[src/rtl/csa_byte_serial_add.sv]
// Byte-serial wide adder controller: streams operand byte slices through an external
// carry-select csa_8 and folds the inter-slice carry back in to build a W-bit sum.
module csa_byte_serial_add #(
    parameter int unsigned N_BYTES = 4
) (
    input  logic                   clk,
    input  logic                   rst,
    input  logic                   in_valid,
    output logic                   in_ready,
    input  logic [8*N_BYTES-1:0]   in_a,
    input  logic [8*N_BYTES-1:0]   in_b,
    output logic [7:0]             add_a,
    output logic [7:0]             add_b,
    input  logic [7:0]             add_sum,
    input  logic                   add_carry,
    output logic                   out_valid,
    input  logic                   out_ready,
    output logic [8*N_BYTES-1:0]   out_sum,
    output logic                   out_carry
);

    localparam int unsigned W        = 8 * N_BYTES;
    localparam int unsigned IDX_W    = (N_BYTES > 1) ? $clog2(N_BYTES) : 1;
    localparam logic [IDX_W-1:0] LAST_IDX = IDX_W'(N_BYTES - 1);

    localparam logic [1:0] S_IDLE = 2'd0;
    localparam logic [1:0] S_BUSY = 2'd1;
    localparam logic [1:0] S_DONE = 2'd2;

    logic [1:0]       r_state;
    logic [1:0]       w_state_nxt;
    logic [IDX_W-1:0] r_idx;
    logic             r_c;
    logic [W-1:0]     r_a_sh;
    logic [W-1:0]     r_b_sh;
    logic [W-1:0]     r_out_sum;
    logic             r_out_carry;
    logic             r_out_valid;

    logic             w_accept;
    logic             w_busy;
    logic             w_last;
    logic [7:0]       w_byte;
    logic             w_c_nxt;

    assign w_accept = (r_state == S_IDLE) && in_valid;
    assign w_busy   = (r_state == S_BUSY);
    assign w_last   = w_busy && (r_idx == LAST_IDX);

    // csa_8 has no carry-in, so the running carry is added here; a 0xFF slice propagates it
    assign w_byte  = add_sum + 8'(r_c);
    assign w_c_nxt = add_carry | ((add_sum == 8'hFF) & r_c);

    // State register
    always_ff @(posedge clk) begin
        if (rst) begin
            r_state <= S_IDLE;
        end else begin
            r_state <= w_state_nxt;
        end
    end

    // Next-state logic
    always_comb begin
        w_state_nxt = r_state;
        case (r_state)
            S_IDLE:  if (in_valid)  w_state_nxt = S_BUSY;
            S_BUSY:  if (w_last)    w_state_nxt = S_DONE;
            S_DONE:  if (out_ready) w_state_nxt = S_IDLE;
            default:                w_state_nxt = S_IDLE;
        endcase
    end

    // Operand shifters drain to zero after the last slice, so add_a/add_b idle at 0
    always_ff @(posedge clk) begin
        if (rst) begin
            r_a_sh      <= '0;
            r_b_sh      <= '0;
            r_idx       <= '0;
            r_c         <= 1'b0;
            r_out_sum   <= '0;
            r_out_carry <= 1'b0;
        end else if (w_accept) begin
            r_a_sh <= in_a;
            r_b_sh <= in_b;
            r_idx  <= '0;
            r_c    <= 1'b0;
        end else if (w_busy) begin
            r_a_sh                  <= r_a_sh >> 8;
            r_b_sh                  <= r_b_sh >> 8;
            r_out_sum[8*r_idx +: 8] <= w_byte;
            r_c                     <= w_c_nxt;
            r_idx                   <= IDX_W'(r_idx + 1'b1);
            if (w_last) begin
                r_out_carry <= w_c_nxt;
            end
        end
    end

    // Result valid flag
    always_ff @(posedge clk) begin
        if (rst) begin
            r_out_valid <= 1'b0;
        end else if (w_last) begin
            r_out_valid <= 1'b1;
        end else if ((r_state == S_DONE) && out_ready) begin
            r_out_valid <= 1'b0;
        end
    end

    assign in_ready  = (r_state == S_IDLE) && !rst;
    assign add_a     = r_a_sh[7:0];
    assign add_b     = r_b_sh[7:0];
    assign out_valid = r_out_valid;
    assign out_sum   = r_out_sum;
    assign out_carry = r_out_carry;

endmodule

[config.mk]
export PLATFORM = sky130hd
export DESIGN_NAME = csa_byte_serial_add
export DESIGN_NICKNAME = d
export VERILOG_FILES = /design/src/rtl/csa_byte_serial_add.sv
export SDC_FILE = /design/constraint.sdc
export NUM_CORES = 1
export LEC_CHECK = 0
export CORE_ASPECT_RATIO = 1.25
export CORE_MARGIN = 2
export CORE_UTILIZATION = 49
export CTS_BUF_LIST = sky130_fd_sc_hd__clkbuf_4
export DETAILED_ROUTE_END_ITERATION = 6
export PLACE_DENSITY_LB_ADDON = 0.1
export REMOVE_ABC_BUFFERS = 1
export SLEW_MARGIN = 30
export SYNTH_ARGS = -nofsm -noshare
export SYNTH_HDL_FRONTEND = slang
export SYNTH_SLANG_ARGS = --single-unit
[constraint.sdc]
create_clock -name clk -period 1.9 [get_ports clk]
set_input_delay 0.285 -clock clk [delete_from_list [all_inputs] [get_ports clk]]
set_output_delay 0.285 -clock clk [all_outputs]
set_load 0.02 [all_outputs]
==> impl_metrics.env <==
export IMPL_ys_seq_elements=103
export IMPL_root_buffer="clkbuf_4"
export IMPL_timing_fmax_ghz=0.566
export IMPL_hold_class="in -> reg"
export IMPL_syn_inst=478
export IMPL_worst_slack_ns=0.132
export IMPL_cts_sinks=103
export IMPL_drt_iter0_markers=230
export IMPL_via_per_inst=5.43
export IMPL_ys_seq_area_share_pct=48.1
export IMPL_cp_top_family="simple AND/OR/NAND/NOR gates"
export IMPL_period_needed_ns=1.77
export IMPL_status="completed"
export IMPL_drive_above_1_share_pct=7.57
export IMPL_row_count=38
export IMPL_p_leak_uw=0.00202
export IMPL_max_stage_delay_ns=0.56
export IMPL_finalHoldViolations=0
export IMPL_worstHoldStart="in_a[30]"
export IMPL_multiInputGateArea_um2=1890
export IMPL_start_util_pct=49.8
export IMPL_peakVddDrop_v=0.000366
export IMPL_grt_first_pass_wirelength_mm=16.8
export IMPL_grt_max_degree=110
export IMPL_gp_congestion=0.879
export IMPL_worstPathRequired_ns=2.31
export IMPL_first_pass_iters=5
export IMPL_totalWireLength_mm=10.6
export IMPL_post_drt_wl_per_cell_um=15.1
export IMPL_antenna_cells=0
export IMPL_synth_main_ff_cell="dfxtp_1"
export IMPL_cap_violations=0
export IMPL_antenna_found_initial=0
export IMPL_place_port_buffers=127
export IMPL_reg2reg_setup_slack_ns=0.13
export IMPL_core_um2=8610
export IMPL_synthToLayoutAreaGrowth_pct=32.0
export IMPL_fin_crit_sh_pct=93.1
export IMPL_grt_pass1_vias=3470
export IMPL_final_antenna_net_count=0
export IMPL_cts_tree="built"
export IMPL_totalPowerFinal_uw=4170
export IMPL_finalSetupViolations=0
export IMPL_io_pins=128
export IMPL_path_depth=5
export IMPL_dieArea_um2=9510
export IMPL_worst_path_buf_inv=1
export IMPL_path_class="reg -> reg"
export IMPL_cts_buffers=9
export IMPL_hpwl_mm=6.98
export IMPL_start_kind="flop"
export IMPL_h_tree_depth=3
export IMPL_cts_setup_buffers=0
export IMPL_clkLatencyLatePin_ns=0.47
export IMPL_power_density_nw_per_um2=737
export IMPL_slew_headroom_pct=55.7
export IMPL_pre_cts_ws_ns=-0.102
export IMPL_clockBufferDepth=2
export IMPL_clock_skew_ns=0.0198
export IMPL_layout_nets=660
export IMPL_worstSetupEndpoint="out_sum[5]$_SDFFE_PP0P_"
export IMPL_ys_types=33
export IMPL_async_reset_ff_share_pct=0
export IMPL_finalMaxSlewViolations=0
export IMPL_drc=0
export IMPL_n_fill_cell=746
export IMPL_r2r_start="r_idx[1]$_SDFFE_PP0N_"
export IMPL_yosysWarnings=0
export IMPL_startpoint="r_idx[1]$_SDFFE_PP0N_"
export IMPL_worstPathMaxFanout=6
export IMPL_avgSynthCellArea_um2=8.96
export IMPL_crit_chain="inv_1, ha_1, nor4_4, nand2b_2, o21ai_1"
export IMPL_grt_overflow=0
export IMPL_tightest_slew_ns=0.664
export IMPL_rsz0062_at_grt="false"
export IMPL_setup_tns_ns=0
export IMPL_vias=3809
export IMPL_clk_pin_slew_ns=0.18
export IMPL_ff2ff_path_depth=5
export IMPL_grt_usage_pct=22.4
export IMPL_arrival_ns=2.18
export IMPL_synth_area_um2=4280
export IMPL_reg2reg_to="out_sum[5]$_SDFFE_PP0P_"
export IMPL_crit_slowest_cell="nor4_4"
export IMPL_fp_dieH_um=109
export IMPL_end_kind="flop"
export IMPL_synth_edf_count=0
export IMPL_regArea_um2=2060
export IMPL_die_w_um=87.6
what timing repair did:
action | in CTS | in global routing
endpoints found under the setup margin | 1 | 2
hold buffers | 0 | 0
resized for setup | 2 | 3
cell type report:
cell class              count  area share [%]
clock inverters             7            1.20
clock buffers               9            1.20
multi-input cells         320            33.5
repair buffers            140            24.9
flip-flops and latches    103            36.5
well taps                 120            2.66
inverters                   2           0.133
Yosys cell counts, types with 7 or more instances:
cell type / count / area (µm²)
nand3b_1: 12 / 90.1
o21ai_1: 9 / 45.0
clkbuf_1: 14 / 52.6
buf_4: 23 / 173
a21oi_1: 72 / 360
nand2_1: 67 / 251
buf_2: 12 / 60.1
nand3_1: 19 / 95.1
a22oi_1: 68 / 510
dfxtp_1: 103 / 2060
ha_1: 7 / 87.6
nor2_1: 27 / 101
worst min-delay path by stage:
| stage | endpoint | slack (ns) | cells after the start |
|---|---|---|---|
| finish | r_a_sh[30]$_SDFFE_PP0P_ | 0.33 | 3 |
| global route | r_b_sh[29]$_SDFFE_PP0P_ | 0.32 | 3 |
| CTS | r_a_sh[30]$_SDFFE_PP0P_ | 0.33 | 3 |
| detailed placement | r_a_sh[3]$_SDFFE_PP0P_ | 0.45 | 2 |
| global placement | r_b_sh[3]$_SDFFE_PP0P_ | 0.44 | 2 |
| floorplan | out_carry$_SDFFE_PP0P_ | 0.35 | 1 |
per-stage QoR:
| stage | hold slack [ns] | area [µm²] | std cells | util, % |
|---|---|---|---|---|
| 3_5_place_dp | 0.446 | 5520 | 685 | 64.2 |
| 3_3_place_gp | 0.441 | 5490 | 684 | 63.8 |
| 2_1_floorplan | 0.353 | 3950 | 425 | - |
| 5_1_grt | 0.318 | 5650 | 701 | 65.7 |
| 4_1_cts | 0.327 | 5660 | 701 | 65.7 |
| 6_report | 0.334 | 5650 | 701 | 65.7 |
routing by layer:
layer | global-route usage (%) | wire (µm) | vias up
met5 | 0 | 0 | -
met4 | 9.34 | 255 | 0
met3 | 5.19 | 696 | 17
met2 | 36.7 | 5200 | 123
met1 | 28.1 | 4440 | 1794
li1 | - | - | 1875
power breakdown:
part	switching, µW	internal, µW	leakage [µW]
logic	388	365	0.00110
clock network	784	302	0.0000756
registers	57.4	2270	0.000841
total	1230	2940	0.00202
kinds of logic after synthesis:
group,share of synthesized area (%)
flip-flops,48.1
AO/OA/AOI/OAI,22.4
XOR/XNOR,1.43
buffers and inverters,7.89
adder cells (fa/ha/maj),2.04
AND/OR/NAND/NOR,18.1
sequential cells by signal (all words and copies together), names as in the netlist:
signal / flops
out_sum: 32
r_b_sh: 32
r_idx: 2
out_carry: 1
r_c: 1
r_state: 2
out_valid: 1
r_a_sh: 32
worst reg2reg max path, cell delays in order (launching register included):
cell	delay (ns)
dfxtp_1	0.41
inv_1	0.11
ha_1	0.38
nor4_4	0.56
nand2b_2	0.13
o21ai_1	0.13
cells in the final DEF (no fill, tap or decap), types with 2 or more instances in the layout:
master | synthesis | routed
clkdlybuf4s50_1 | 0 | 125
dfxtp_1 | 103 | 103
a21oi_1 | 72 | 72
a22oi_1 | 68 | 68
nand2_1 | 67 | 67
nor2_1 | 27 | 27
nand3_1 | 19 | 19
nand3b_1 | 12 | 12
buf_4 | 23 | 11
o21ai_1 | 9 | 9
clkbuf_4 | 0 | 9
ha_1 | 7 | 7
nand2b_1 | 6 | 6
xnor2_1 | 5 | 5
nand2_4 | 4 | 4
nor3_1 | 3 | 3
nand4_1 | 3 | 3
o31ai_1 | 3 | 3
inv_1 | 2 | 2
xor2_1 | 2 | 2
and4_1 | 2 | 2
clkinv_4 | 0 | 2
inv_6 | 0 | 2
buf_12 | 0 | 2
Power figures use the tool's default switching activity.
